[src/rtl/mips_ctrl_pkg.sv]
// Shared types and encodings for the multi-cycle MIPS controller:
// FSM states, opcode/funct constants, instruction classes and mux-select codes.
package mips_ctrl_pkg;

   typedef enum logic [2:0] {
      FETCH  = 3'd0,
      DECODE = 3'd1,
      EXEC   = 3'd2,
      MEM    = 3'd3,
      WB     = 3'd4
   } state_t;

   typedef enum logic [2:0] {
      CLS_NONE = 3'd0,
      CLS_R    = 3'd1,
      CLS_IMM  = 3'd2,
      CLS_LW   = 3'd3,
      CLS_SW   = 3'd4,
      CLS_BEQ  = 3'd5,
      CLS_J    = 3'd6
   } instr_class_t;

   localparam logic [5:0] OP_RTYPE = 6'b000000;
   localparam logic [5:0] OP_ORI   = 6'b001101;
   localparam logic [5:0] OP_LUI   = 6'b001111;
   localparam logic [5:0] OP_LW    = 6'b100011;
   localparam logic [5:0] OP_SW    = 6'b101011;
   localparam logic [5:0] OP_BEQ   = 6'b000100;
   localparam logic [5:0] OP_J     = 6'b000010;

   localparam logic [5:0] FN_ADDU = 6'b100001;
   localparam logic [5:0] FN_SUBU = 6'b100011;
   localparam logic [5:0] FN_AND  = 6'b100100;
   localparam logic [5:0] FN_OR   = 6'b100101;
   localparam logic [5:0] FN_SLT  = 6'b101010;

   localparam logic [4:0] ALU_ADD = 5'd0;
   localparam logic [4:0] ALU_SUB = 5'd1;
   localparam logic [4:0] ALU_OR  = 5'd2;
   localparam logic [4:0] ALU_AND = 5'd3;
   localparam logic [4:0] ALU_SLT = 5'd4;
   localparam logic [4:0] ALU_LUI = 5'd5;

   localparam logic [1:0] PC_SEL_SEQ    = 2'd0;
   localparam logic [1:0] PC_SEL_BRANCH = 2'd1;
   localparam logic [1:0] PC_SEL_JUMP   = 2'd2;

   localparam logic [1:0] REG_DST_RT = 2'd0;
   localparam logic [1:0] REG_DST_RD = 2'd1;

   localparam logic [1:0] D2R_ALU = 2'd0;
   localparam logic [1:0] D2R_MEM = 2'd1;

   typedef struct packed {
      logic       pc_write;
      logic       ir_write;
      logic [1:0] reg_dst;
      logic       alu_src;
      logic [4:0] alu_ctr;
      logic       ext_op;
      logic       mem_read;
      logic       mem_write;
      logic       reg_write;
      logic [1:0] data_to_reg_sel;
      logic [1:0] pc_sel;
      logic       instr_done;
      logic       illegal;
   } ctrl_t;

endpackage

[src/rtl/multicycle_ctrl_if.sv]
// Controller <-> datapath bundle: IR fields and flags in, mux selects and enables out.
interface multicycle_ctrl_if #(parameter int CNT_W = 32);

   logic [5:0]       opcode;
   logic [5:0]       funct;
   logic             zero;
   logic             mem_ready;
   logic             PCWrite;
   logic             IRWrite;
   logic [1:0]       RegDst;
   logic             ALUSrc;
   logic [4:0]       ALUCtr;
   logic             ExtOp;
   logic             MemRead;
   logic             MemWrite;
   logic             RegWrite;
   logic [1:0]       Data_to_Reg_sel;
   logic [1:0]       PC_sel;
   logic             instr_done;
   logic             illegal;
   logic [CNT_W-1:0] retired;

   modport master (
      input  opcode, funct, zero, mem_ready,
      output PCWrite, IRWrite, RegDst, ALUSrc, ALUCtr, ExtOp, MemRead, MemWrite,
             RegWrite, Data_to_Reg_sel, PC_sel, instr_done, illegal, retired
   );

   modport slave (
      output opcode, funct, zero, mem_ready,
      input  PCWrite, IRWrite, RegDst, ALUSrc, ALUCtr, ExtOp, MemRead, MemWrite,
             RegWrite, Data_to_Reg_sel, PC_sel, instr_done, illegal, retired
   );

endinterface

[src/rtl/ctrl_decode.sv]
// Combinational instruction decoder: opcode/funct to ALU controls, instruction class and legality.
module ctrl_decode
   import mips_ctrl_pkg::*;
(
   input  logic [5:0]   opcode,
   input  logic [5:0]   funct,
   output logic [4:0]   alu_ctr,
   output logic         alu_src,
   output logic         ext_op,
   output instr_class_t instr_class,
   output logic         legal
);

   always_comb begin
      alu_ctr     = ALU_ADD;
      alu_src     = 1'b0;
      ext_op      = 1'b0;
      instr_class = CLS_NONE;
      legal       = 1'b1;
      case (opcode)
         OP_RTYPE: begin
            instr_class = CLS_R;
            case (funct)
               FN_ADDU: alu_ctr = ALU_ADD;
               FN_SUBU: alu_ctr = ALU_SUB;
               FN_AND:  alu_ctr = ALU_AND;
               FN_OR:   alu_ctr = ALU_OR;
               FN_SLT:  alu_ctr = ALU_SLT;
               default: begin
                  instr_class = CLS_NONE;
                  legal       = 1'b0;
               end
            endcase
         end
         OP_ORI: begin
            instr_class = CLS_IMM;
            alu_src     = 1'b1;
            alu_ctr     = ALU_OR;
         end
         OP_LUI: begin
            instr_class = CLS_IMM;
            alu_src     = 1'b1;
            alu_ctr     = ALU_LUI;
         end
         OP_LW, OP_SW: begin
            instr_class = (opcode == OP_LW) ? CLS_LW : CLS_SW;
            alu_src     = 1'b1;
            ext_op      = 1'b1;
            alu_ctr     = ALU_ADD;
         end
         OP_BEQ: begin
            instr_class = CLS_BEQ;
            alu_ctr     = ALU_SUB;
         end
         OP_J:    instr_class = CLS_J;
         default: legal = 1'b0;
      endcase
   end

endmodule

[src/rtl/multicycle_ctrl.sv]
// Multi-cycle MIPS sequencer: FETCH/DECODE/EXEC/MEM/WB FSM with registered controls
// and a retired-instruction counter.
module multicycle_ctrl
   import mips_ctrl_pkg::*;
#(
   parameter int CNT_W       = 32,
   parameter bit MEM_WAIT_EN = 1'b1
) (
   input logic              clk,
   input logic              reset,
   multicycle_ctrl_if.master bus
);

   state_t           state_q, state_d;
   logic             active_q, active_d;
   ctrl_t            ctrl_q, ctrl_d;
   logic [CNT_W-1:0] retired_q, retired_d;

   logic [4:0]   dec_alu_ctr;
   logic         dec_alu_src;
   logic         dec_ext_op;
   instr_class_t dec_class;
   logic         dec_legal;
   logic         mem_done;
   logic         instr_done;

   ctrl_decode u_decode (
      .opcode      (bus.opcode),
      .funct       (bus.funct),
      .alu_ctr     (dec_alu_ctr),
      .alu_src     (dec_alu_src),
      .ext_op      (dec_ext_op),
      .instr_class (dec_class),
      .legal       (dec_legal)
   );

   // A store completes inside MEM, so its done pulse follows the ready handshake directly.
   assign mem_done   = !MEM_WAIT_EN || bus.mem_ready;
   assign instr_done = ctrl_q.instr_done | (ctrl_q.mem_write & mem_done);

   always_comb begin
      state_d  = state_q;
      active_d = 1'b1;
      if (!active_q) begin
         state_d = FETCH;
      end else begin
         case (state_q)
            FETCH:  state_d = DECODE;
            DECODE: state_d = dec_legal ? EXEC : FETCH;
            EXEC: begin
               case (dec_class)
                  CLS_R, CLS_IMM: state_d = WB;
                  CLS_LW, CLS_SW: state_d = MEM;
                  default:        state_d = FETCH;
               endcase
            end
            MEM:     if (mem_done) state_d = (dec_class == CLS_LW) ? WB : FETCH;
            WB:      state_d = FETCH;
            default: state_d = FETCH;
         endcase
      end
   end

   // Controls are registered from the state being entered, so they line up with that state's cycle.
   always_comb begin
      ctrl_d = '0;
      case (state_d)
         FETCH: begin
            ctrl_d.ir_write = 1'b1;
            ctrl_d.pc_write = 1'b1;
            ctrl_d.pc_sel   = PC_SEL_SEQ;
         end
         DECODE: ctrl_d.illegal = !dec_legal;
         EXEC, MEM, WB: begin
            ctrl_d.alu_ctr = dec_alu_ctr;
            ctrl_d.alu_src = dec_alu_src;
            ctrl_d.ext_op  = dec_ext_op;
            if (state_d == EXEC && dec_class == CLS_BEQ) begin
               ctrl_d.pc_sel     = PC_SEL_BRANCH;
               ctrl_d.pc_write   = bus.zero;
               ctrl_d.instr_done = 1'b1;
            end
            if (state_d == EXEC && dec_class == CLS_J) begin
               ctrl_d.pc_sel     = PC_SEL_JUMP;
               ctrl_d.pc_write   = 1'b1;
               ctrl_d.instr_done = 1'b1;
            end
            if (state_d == MEM) begin
               ctrl_d.mem_read  = (dec_class == CLS_LW);
               ctrl_d.mem_write = (dec_class == CLS_SW);
            end
            if (state_d == WB) begin
               ctrl_d.reg_write       = 1'b1;
               ctrl_d.instr_done      = 1'b1;
               ctrl_d.reg_dst         = (dec_class == CLS_R) ? REG_DST_RD : REG_DST_RT;
               ctrl_d.data_to_reg_sel = (dec_class == CLS_LW) ? D2R_MEM : D2R_ALU;
            end
         end
         default: ctrl_d = '0;
      endcase
   end

   always_comb begin
      retired_d = retired_q;
      if (instr_done) retired_d = retired_q + CNT_W'(1);
   end

   always_ff @(posedge clk or posedge reset) begin
      if (reset) begin
         state_q   <= FETCH;
         active_q  <= 1'b0;
         ctrl_q    <= '0;
         retired_q <= '0;
      end else begin
         state_q   <= state_d;
         active_q  <= active_d;
         ctrl_q    <= ctrl_d;
         retired_q <= retired_d;
      end
   end

   assign bus.PCWrite         = ctrl_q.pc_write;
   assign bus.IRWrite         = ctrl_q.ir_write;
   assign bus.RegDst          = ctrl_q.reg_dst;
   assign bus.ALUSrc          = ctrl_q.alu_src;
   assign bus.ALUCtr          = ctrl_q.alu_ctr;
   assign bus.ExtOp           = ctrl_q.ext_op;
   assign bus.MemRead         = ctrl_q.mem_read;
   assign bus.MemWrite        = ctrl_q.mem_write;
   assign bus.RegWrite        = ctrl_q.reg_write;
   assign bus.Data_to_Reg_sel = ctrl_q.data_to_reg_sel;
   assign bus.PC_sel          = ctrl_q.pc_sel;
   assign bus.instr_done      = instr_done;
   assign bus.illegal         = ctrl_q.illegal;
   assign bus.retired         = retired_q;

endmodule

[src/flat_wrapper.sv]
// flat-port wrapper written by rule: the top's interface ports become plain ports
module multicycle_ctrl_flat import mips_ctrl_pkg::*;
#(
   parameter int CNT_W       = 32,
   parameter bit MEM_WAIT_EN = 1'b1
)
  (clk, reset, bus_opcode, bus_funct, bus_zero, bus_mem_ready, bus_PCWrite, bus_IRWrite, bus_RegDst, bus_ALUSrc, bus_ALUCtr, bus_ExtOp, bus_MemRead, bus_MemWrite, bus_RegWrite, bus_Data_to_Reg_sel, bus_PC_sel, bus_instr_done, bus_illegal, bus_retired);
  multicycle_ctrl_if #(.CNT_W(CNT_W)) bus_i ();
  input logic clk;
  input logic reset;
  input wire logic [$bits(bus_i.opcode)-1:0] bus_opcode;
  input wire logic [$bits(bus_i.funct)-1:0] bus_funct;
  input wire logic [$bits(bus_i.zero)-1:0] bus_zero;
  input wire logic [$bits(bus_i.mem_ready)-1:0] bus_mem_ready;
  output wire logic [$bits(bus_i.PCWrite)-1:0] bus_PCWrite;
  output wire logic [$bits(bus_i.IRWrite)-1:0] bus_IRWrite;
  output wire logic [$bits(bus_i.RegDst)-1:0] bus_RegDst;
  output wire logic [$bits(bus_i.ALUSrc)-1:0] bus_ALUSrc;
  output wire logic [$bits(bus_i.ALUCtr)-1:0] bus_ALUCtr;
  output wire logic [$bits(bus_i.ExtOp)-1:0] bus_ExtOp;
  output wire logic [$bits(bus_i.MemRead)-1:0] bus_MemRead;
  output wire logic [$bits(bus_i.MemWrite)-1:0] bus_MemWrite;
  output wire logic [$bits(bus_i.RegWrite)-1:0] bus_RegWrite;
  output wire logic [$bits(bus_i.Data_to_Reg_sel)-1:0] bus_Data_to_Reg_sel;
  output wire logic [$bits(bus_i.PC_sel)-1:0] bus_PC_sel;
  output wire logic [$bits(bus_i.instr_done)-1:0] bus_instr_done;
  output wire logic [$bits(bus_i.illegal)-1:0] bus_illegal;
  output wire logic [$bits(bus_i.retired)-1:0] bus_retired;
  assign bus_i.opcode = bus_opcode;
  assign bus_i.funct = bus_funct;
  assign bus_i.zero = bus_zero;
  assign bus_i.mem_ready = bus_mem_ready;
  assign bus_PCWrite = bus_i.PCWrite;
  assign bus_IRWrite = bus_i.IRWrite;
  assign bus_RegDst = bus_i.RegDst;
  assign bus_ALUSrc = bus_i.ALUSrc;
  assign bus_ALUCtr = bus_i.ALUCtr;
  assign bus_ExtOp = bus_i.ExtOp;
  assign bus_MemRead = bus_i.MemRead;
  assign bus_MemWrite = bus_i.MemWrite;
  assign bus_RegWrite = bus_i.RegWrite;
  assign bus_Data_to_Reg_sel = bus_i.Data_to_Reg_sel;
  assign bus_PC_sel = bus_i.PC_sel;
  assign bus_instr_done = bus_i.instr_done;
  assign bus_illegal = bus_i.illegal;
  assign bus_retired = bus_i.retired;
  multicycle_ctrl #(.CNT_W(CNT_W), .MEM_WAIT_EN(MEM_WAIT_EN)) u_core (.clk(clk), .reset(reset), .bus(bus_i));
endmodule
[config.mk]
export PLATFORM = sky130hd
export DESIGN_NAME = multicycle_ctrl_flat
export DESIGN_NICKNAME = d
export VERILOG_FILES = /design/src/rtl/mips_ctrl_pkg.sv /design/src/rtl/multicycle_ctrl_if.sv /design/src/rtl/ctrl_decode.sv /design/src/rtl/multicycle_ctrl.sv /design/src/flat_wrapper.sv
export SDC_FILE = /design/constraint.sdc
export NUM_CORES = 1
export LEC_CHECK = 0
export BUFFER_PORTS_ARGS = -buffer_cell sky130_fd_sc_hd__buf_2
export CORE_UTILIZATION = 48
export DETAILED_ROUTE_END_ITERATION = 12
export PLACE_DENSITY_LB_ADDON = 0.08
export REMOVE_ABC_BUFFERS = 1
export SLEW_MARGIN = 20
export SYNTH_ARGS = -nofsm -noshare
export SYNTH_HDL_FRONTEND = slang
export SYNTH_SLANG_ARGS = --single-unit
[constraint.sdc]
create_clock -name clk -period 1.5 [get_ports clk]
set_clock_uncertainty 0.05 [all_clocks]
set_input_delay 0.15 -clock clk [delete_from_list [all_inputs] [get_ports clk]]
set_output_delay 0.15 -clock clk [all_outputs]
set_load 0.02 [all_outputs]
==> impl_metrics.py, run 1 <==
metrics = {
    "power": {
        "switching_power_uw": 609,
        "peakVddDrop_mv": 0.495,
        "seqPwrFrac_pct": 50.9,
        "internal-power_uw": 2190,
        "pwr-share-clk_pct": 39.0,
        "swShare_pct": 21.8,
        "p_per_area_nw_per_um2": 695,
        "pwr-share-comb_pct": 10.1,
        "p_leak_uw": 0.00215,
    },
    "clock_network": {
        "cts_tree": "built",
        "clk_path_buf_depth": 2,
        "clk_latency_ns": 0.30,
        "clock_sinks": 52,
        "cts_root_buffer": "clkbuf_8",
        "clk_pin_slew_ns": 0.10,
        "cts_buffers": 5,
        "h-tree-depth": 2,
    },
    "global_routing": {
        "grtUsageMet1_pct": 29.3,
        "busiest_layer": "met2",
        "use_met3_pct": 3.95,
        "overflow": 0,
        "grt_pass1_vias": 2308,
        "grt_max_degree": 53,
        "track_usage_pct": 23.1,
        "grt_antenna_before_repair": 0,
        "grt_pass1_wl_um": 10800,
        "grt_use_met2_pct": 40.0,
    },
    "logic_synthesis": {
        "synth_edf_count": 0,
        "yosysUniqueCellTypes": 51,
        "yosysWarnings": 0,
        "synth-seq-cells": 52,
        "syn_area_um2": 2670,
        "netlist_top_cells_area": "dfrtp_1 49%, xor2_1 5.6%, xnor2_1 4.9%",
        "synth_largest_area_cell": "dfrtp_1",
        "yosysSeqAreaShare_pct": 48.8,
        "yosysTopAreaCellShare_pct": 48.8,
        "synth_flop_cell": "dfrtp_1",
        "syn_inst": 255,
        "ys_async_sr_fraction_pct": 100,
        "avgSynthCellArea_um2": 10.5,
    },
    "place": {
        "dp.cells": 442,
        "port-buffer-count": 63,
        "hpwl_um": 4390,
        "place_congestion": 0.826,
    },
    "detailed_routing": {
        "ant_nets": 0,
        "detailedRoute.firstPassIterationCount": 4,
        "drc": 0,
        "vias_per_cell": 5.05,
        "drt-initial-drc-count": 72,
        "wl_um": 6660,
        "wl_per_cell_um": 14.4,
        "vias": 2339,
    },
    "floorplanning": {
        "coreArea_um2": 5240,
        "die_area_um2": 5850,
        "ioPinCount": 68,
        "initial_utilization_pct": 50.9,
        "rows": 26,
        "fp.dieH_um": 76.5,
        "die_width_um": 76.5,
    },
    "timing": {
        "min_period_over_period_pct": 108,
        "fin_setup_tns_ns": -1.34,
        "drv_slew": 0,
        "layout_setup_ws_ns": -0.127,
        "setup_viol": 28,
        "layout_min_cycle_time_ns": 1.63,
        "max_freq_mhz": 615,
        "hold_viol": 0,
        "rsz0062_at_grt": "yes",
    },
    "cells_and_area": {
        "nFillCells": 361,
        "layout_commonest_cell": "buf_4",
        "mostFrequentLayoutCells": "72 x buf_4, 62 x buf_2, 50 x dfrtp_1",
        "syn2layout_area_growth_pct": 50.9,
        "layout-drive-gt1-share_pct": 53.7,
        "nets": 410,
        "n_antenna_cell": 0,
        "instances_no_fill": 463,
    },
    "min_path": {
        "hp-class": "input port to flip-flop",
    },
    "worst_setup_path": {
        "crit_type": "flip-flop to flip-flop",
        "cp_slowest_cell": "dfrtp_1",
        "crit_path_max_fanout": 5,
        "slowest_delay_ns": 0.45,
        "end_kind": "flip-flop",
        "critPathRequiredTime_ns": 1.66,
        "worstPathCellList": "inv_2 > or3_4 > o31ai_4 > buf_4 > o21ai_4 > nor4b_2",
        "cp-start-kind": "flip-flop",
        "worstPathArrival_ns": 1.79,
    },
    "job": {
        "cap_viol_max_count": 0,
    },
    "status": {
        "failed_checks": "setup timing",
        "status": "finished, violations left",
    },
}
==> final timing paths <==
kind                                                         start                                       to  slack, ns  depth (start not counted)
max in group asynchronous                                    reset       u_core.bus.retired[15]$_DFFE_PP0P_       0.77                          4
worst max-delay path                   u_core.state_q[0]$_DFF_PP0_           u_core.bus.PC_sel[1]$_DFF_PP0_      -0.13                          6
worst min-delay path                                 bus_opcode[3]  u_core.bus.Data_to_Reg_sel[0]$_DFF_PP0_       0.15                          3
min in group asynchronous                                    reset       u_core.bus.retired[28]$_DFFE_PP0P_       0.39                          4
worst max register to register         u_core.state_q[0]$_DFF_PP0_           u_core.bus.PC_sel[1]$_DFF_PP0_      -0.13                          6
worst min register to register  u_core.bus.retired[31]$_DFFE_PP0P_       u_core.bus.retired[31]$_DFFE_PP0P_       0.41                          1
==> critical path, delay by kind of cell (launching register included) <==
| kind | cells | cell delay (ns) |
|---|---|---|
| simple gates | 2 | 0.62 |
| compound gates | 2 | 0.16 |
| buf+inv | 2 | 0.25 |
| flops | 1 | 0.45 |
==> registers in the layout (all words and copies together), names as in the netlist, 2 cells and up <==
name	cells
u_core.bus.retired	32
u_core.bus.ALUCtr	3
u_core.state_q	3
u_core.bus.PC_sel	2
==> power groups by stage <==
stage               clock (uW)  sequential (uW)  combinational, uW
floorplan                    0             1460                109
global placement             0             1450                246
detailed placement           0             1450                249
CTS                       1120             1420                270
global route              1170             1420                307
finish                    1090             1420                283
==> synth_stat cells, types with 3 or more instances <==
library cell and number:
nand3b_1 4, nand2b_1 4, inv_1 11, nand3_1 11, nor3_1 16, dfrtp_1 52
xnor2_1 15, buf_4 11, nor3b_1 4, and3_1 6, o21ai_1 3, nand2_1 19
xor2_1 17, nor2_1 18, or3_1 5, a21oi_1 6, nor2b_1 6, nand4_1 6
==> metal layers <==
metal | routed length, um | part of all wire (%)
met1 | 2880 | 43
met2 | 3510 | 53
met3 | 206 | 3.1
met4 | 74 | 1.1
met5 | 0 | 0
==> layout make-up <==
class / count / area, um2 / share of cell area, %
Timing Repair Buffer: 142 / 948 / 23.6
Sequential cell: 52 / 1300 / 32.4
Multi-Input combinational cell: 179 / 1500 / 37.4
Inverter: 13 / 48.8 / 1.21
Tap cell: 70 / 87.6 / 2.18
Clock buffer: 5 / 68.8 / 1.71
Clock inverter: 2 / 60.1 / 1.49
==> cells by family (layout without fill, tap and decap cells) <==
logic type	count (synthesis)	in the layout	share of synthesized area [%]
buffers and inverters	27	162	5.73
XOR/XNOR	32	32	10.5
AO/OA/AOI/OAI	25	25	7.75
flip-flops	52	52	48.8
other	2	5	0.282
adder cells (fa/ha/maj)	1	1	0.469
AND/OR/NAND/NOR	116	116	26.4
==> metrics by stage <==
step / instance area (um2) / setup WS (ns) / hold slack (ns) / util (%) / power (uW)
after floorplan: 2570 / -0.274 / 0.173 / - / 1570
after global placement: 3480 / -0.210 / 0.163 / 66.4 / 1690
after detailed placement: 3480 / -0.240 / 0.171 / 66.4 / 1700
after CTS: 3850 / -0.0858 / 0.141 / 73.5 / 2810
after global routing: 4020 / -0.187 / 0.148 / 76.8 / 2900
final: 4020 / -0.127 / 0.151 / 76.8 / 2800
==> repair_timing <==
action                                  in CTS  in global routing
pin swaps                                   21                 15
setup buffers                                8                  5
resized for setup                           37                 30
hold buffers                                 1                  0
endpoints found under the setup margin      30                 40
gates cloned                                 0                  0
endpoints found under the hold margin       52                  0
Note: power is estimated with default switching activity, not from simulation.
==> run 2, diff against run 1 <==
- ABC_AREA: unset -> 1
==> impl_metrics.py, run 2 <==
metrics = {
    "status": {
        "status": "finished, violations left",
        "failed_checks": "setup timing",
    },
    "logic_synthesis": {
        "ys_async_sr_fraction_pct": 100,
        "synth_largest_area_cell": "dfrtp_1",
        "syn_area_um2": 2770,
        "yosysSeqAreaShare_pct": 47.1,
        "avgSynthCellArea_um2": 8.61,
        "yosysWarnings": 0,
        "netlist_top_cells_area": "dfrtp_1 47%, xor2_1 7.6%, nand2_1 7.3%",
        "syn_inst": 321,
        "synth_commonest_cells": "54 x nand2_1, 52 x dfrtp_1, 49 x inv_1, 46 x nor2_1, 24 x xor2_1",
        "synth_edf_count": 0,
        "yosysMostFrequentCell": "nand2_1",
        "synth-seq-cells": 52,
        "yosysTopAreaCellShare_pct": 47.1,
        "yosysUniqueCellTypes": 31,
        "synth_flop_cell": "dfrtp_1",
    },
    "power": {
        "p_per_area_nw_per_um2": 662,
        "total_power_uw": 2620,
        "peakVddDrop_mv": 0.438,
        "p_leak_uw": 0.00233,
    },
    "min_path": {
        "min_to": "u_core.bus.PCWrite$_DFF_PP0_",
        "hp-class": "input port to flip-flop",
        "min_from": "bus_zero",
        "whs_path_depth": 3,
    },
    "place": {
        "hpwl_um": 4460,
        "port-buffer-count": 63,
        "place_congestion": 0.863,
    },
    "timing": {
        "setup_viol": 16,
        "max_freq_mhz": 585,
        "layout_min_cycle_time_ns": 1.71,
        "layout_setup_ws_ns": -0.209,
        "hold_viol": 0,
        "drv_slew": 0,
        "rsz0062_at_grt": "yes",
        "min_period_over_period_pct": 114,
    },
    "detailed_routing": {
        "wl_um": 6200,
        "ant_nets": 0,
        "drt-initial-drc-count": 111,
        "vias": 2495,
        "detailedRoute.firstPassIterationCount": 4,
        "drc": 0,
        "wl_per_cell_um": 11.8,
        "vias_per_cell": 4.73,
    },
    "cells_and_area": {
        "layout-drive-gt1-share_pct": 45.3,
        "largest_reg_flops": 32,
        "final_core_util_pct": 71.4,
        "syn2layout_area_growth_pct": 43.0,
        "mostFrequentLayoutCells": "62 x buf_2, 62 x buf_4, 50 x dfrtp_1",
        "nets": 471,
        "n_antenna_cell": 0,
        "nFillCells": 446,
    },
    "worst_setup_path": {
        "critPathBufInv": 1,
        "cp-start-kind": "flip-flop",
        "crit_path_max_fanout": 3,
        "timing.rr.start": "u_core.bus.retired[0]$_DFFE_PP0P_",
        "cp_top_family": "simple AND/OR/NAND/NOR gates",
        "critPathRequiredTime_ns": 1.68,
        "end_kind": "flip-flop",
        "r2r.worst_path.cells": 10,
        "rrSetupSlack_ns": -0.21,
        "crit_type": "flip-flop to flip-flop",
        "worstPathCellList": "ha_2 > inv_2 > nor2_4 > nand2_2 > nor3_4 > nand2_2 > nor2_4 > nand2_4 > nor3_4 > xor2_1",
        "slowest_delay_ns": 0.36,
        "worstPathArrival_ns": 1.89,
        "cp_slowest_cell": "dfrtp_1",
        "r2r-end": "u_core.bus.retired[24]$_DFFE_PP0P_",
    },
    "floorplanning": {
        "die_area_um2": 6070,
        "fp.dieH_um": 77.9,
        "die_width_um": 77.9,
        "initial_utilization_pct": 49.9,
        "rows": 27,
        "ioPinCount": 68,
        "coreArea_um2": 5540,
    },
    "clock_network": {
        "clk_latency_ns": 0.31,
        "clk_path_buf_depth": 2,
        "clock_sinks": 52,
        "cts_buffers": 5,
        "cts_root_buffer": "clkbuf_8",
        "clk_pin_slew_ns": 0.10,
        "h-tree-depth": 2,
        "cts_tree": "built",
    },
    "job": {
        "cap_viol_max_count": 0,
    },
    "global_routing": {
        "grt_antenna_before_repair": 0,
        "grt_pass1_wl_um": 10200,
        "grt_pass1_vias": 2342,
        "overflow": 0,
        "grt_max_degree": 53,
        "track_usage_pct": 21.3,
    },
}
run 2: per-layer routing:
layer / global-route usage [%] / up-vias / share of wire (%)
met5: 0 / - / 0
met4: 7.96 / 0 / 2.0
met3: 4.12 / 12 / 3.6
met2: 37.6 / 62 / 52
met1: 25.5 / 1182 / 42
li1: - / 1239 / -
run 2: per-stage QoR:
step           instance area (um2)  cells  setup WS (ns)  hold slack, ns  TNS, ns
3_3_place_gp                  3490    498         -0.179           0.167    -1.42
5_1_grt                       3950    527         -0.344          0.0869    -4.13
6_report                      3950    527         -0.209          0.0850    -1.62
2_1_floorplan                 2690    313         -0.277           0.242    -2.75
4_1_cts                       3740    516         -0.188          0.0642    -1.60
3_5_place_dp                  3490    498         -0.255           0.170    -2.35
run 2: cell type report:
class / instances / area, um2 / share of cell area [%]
clock inverter: 3 / 47.5 / 1.20
inverter: 53 / 206 / 5.22
multi-input combinational: 208 / 1340 / 33.9
timing repair buffer: 134 / 896 / 22.7
sequential: 52 / 1300 / 33.0
clock buffer: 5 / 68.8 / 1.74
tap: 72 / 90.1 / 2.28
run 2: worst max path at each step:
stage / startpoint / to / slack (ns) / cells past startpoint
2_1_floorplan: u_core.bus.retired[1]$_DFFE_PP0P_ / u_core.bus.retired[30]$_DFFE_PP0P_ / -0.28 / 9
3_3_place_gp: u_core.bus.retired[0]$_DFFE_PP0P_ / u_core.bus.retired[30]$_DFFE_PP0P_ / -0.18 / 9
3_5_place_dp: u_core.bus.retired[0]$_DFFE_PP0P_ / u_core.bus.retired[30]$_DFFE_PP0P_ / -0.25 / 9
4_1_cts: u_core.bus.retired[0]$_DFFE_PP0P_ / u_core.bus.retired[30]$_DFFE_PP0P_ / -0.19 / 9
5_1_grt: u_core.bus.retired[3]$_DFFE_PP0P_ / u_core.bus.retired[24]$_DFFE_PP0P_ / -0.34 / 9
6_report: u_core.bus.retired[0]$_DFFE_PP0P_ / u_core.bus.retired[24]$_DFFE_PP0P_ / -0.21 / 10
run 2: where the power goes:
| group | total [uW] | internal, uW | switching (uW) | leakage, uW |
|---|---|---|---|---|
| clock network | 973 | 503 | 470 | 0.0000583 |
| logic | 219 | 81.1 | 138 | 0.00160 |
| registers | 1430 | 1420 | 10.7 | 0.000681 |
run 2: what timing repair did:
| action | in CTS | in global routing |
|---|---|---|
| endpoints found under the setup margin | 37 | 40 |
| pin swaps | 10 | 23 |
| endpoints found under the hold margin | 52 | 0 |
| resized for setup | 18 | 41 |
| buffers inserted | 11 | 15 |
| hold buffers | 1 | 0 |
run 2: worst min-delay path, cell delays in order:
cell	delay [ns]
buf_2	0.09
nand4_1	0.10
nand3_2	0.07
run 2: cell families after synthesis:
kind of cell | share of synthesized area (%)
AO/OA/AOI/OAI | 1.95
XOR/XNOR | 9.82
adder cells (fa/ha/maj) | 0.452
buffers and inverters | 10.2
flip-flops | 47.1
other | 0.272
AND/OR/NAND/NOR | 30.3
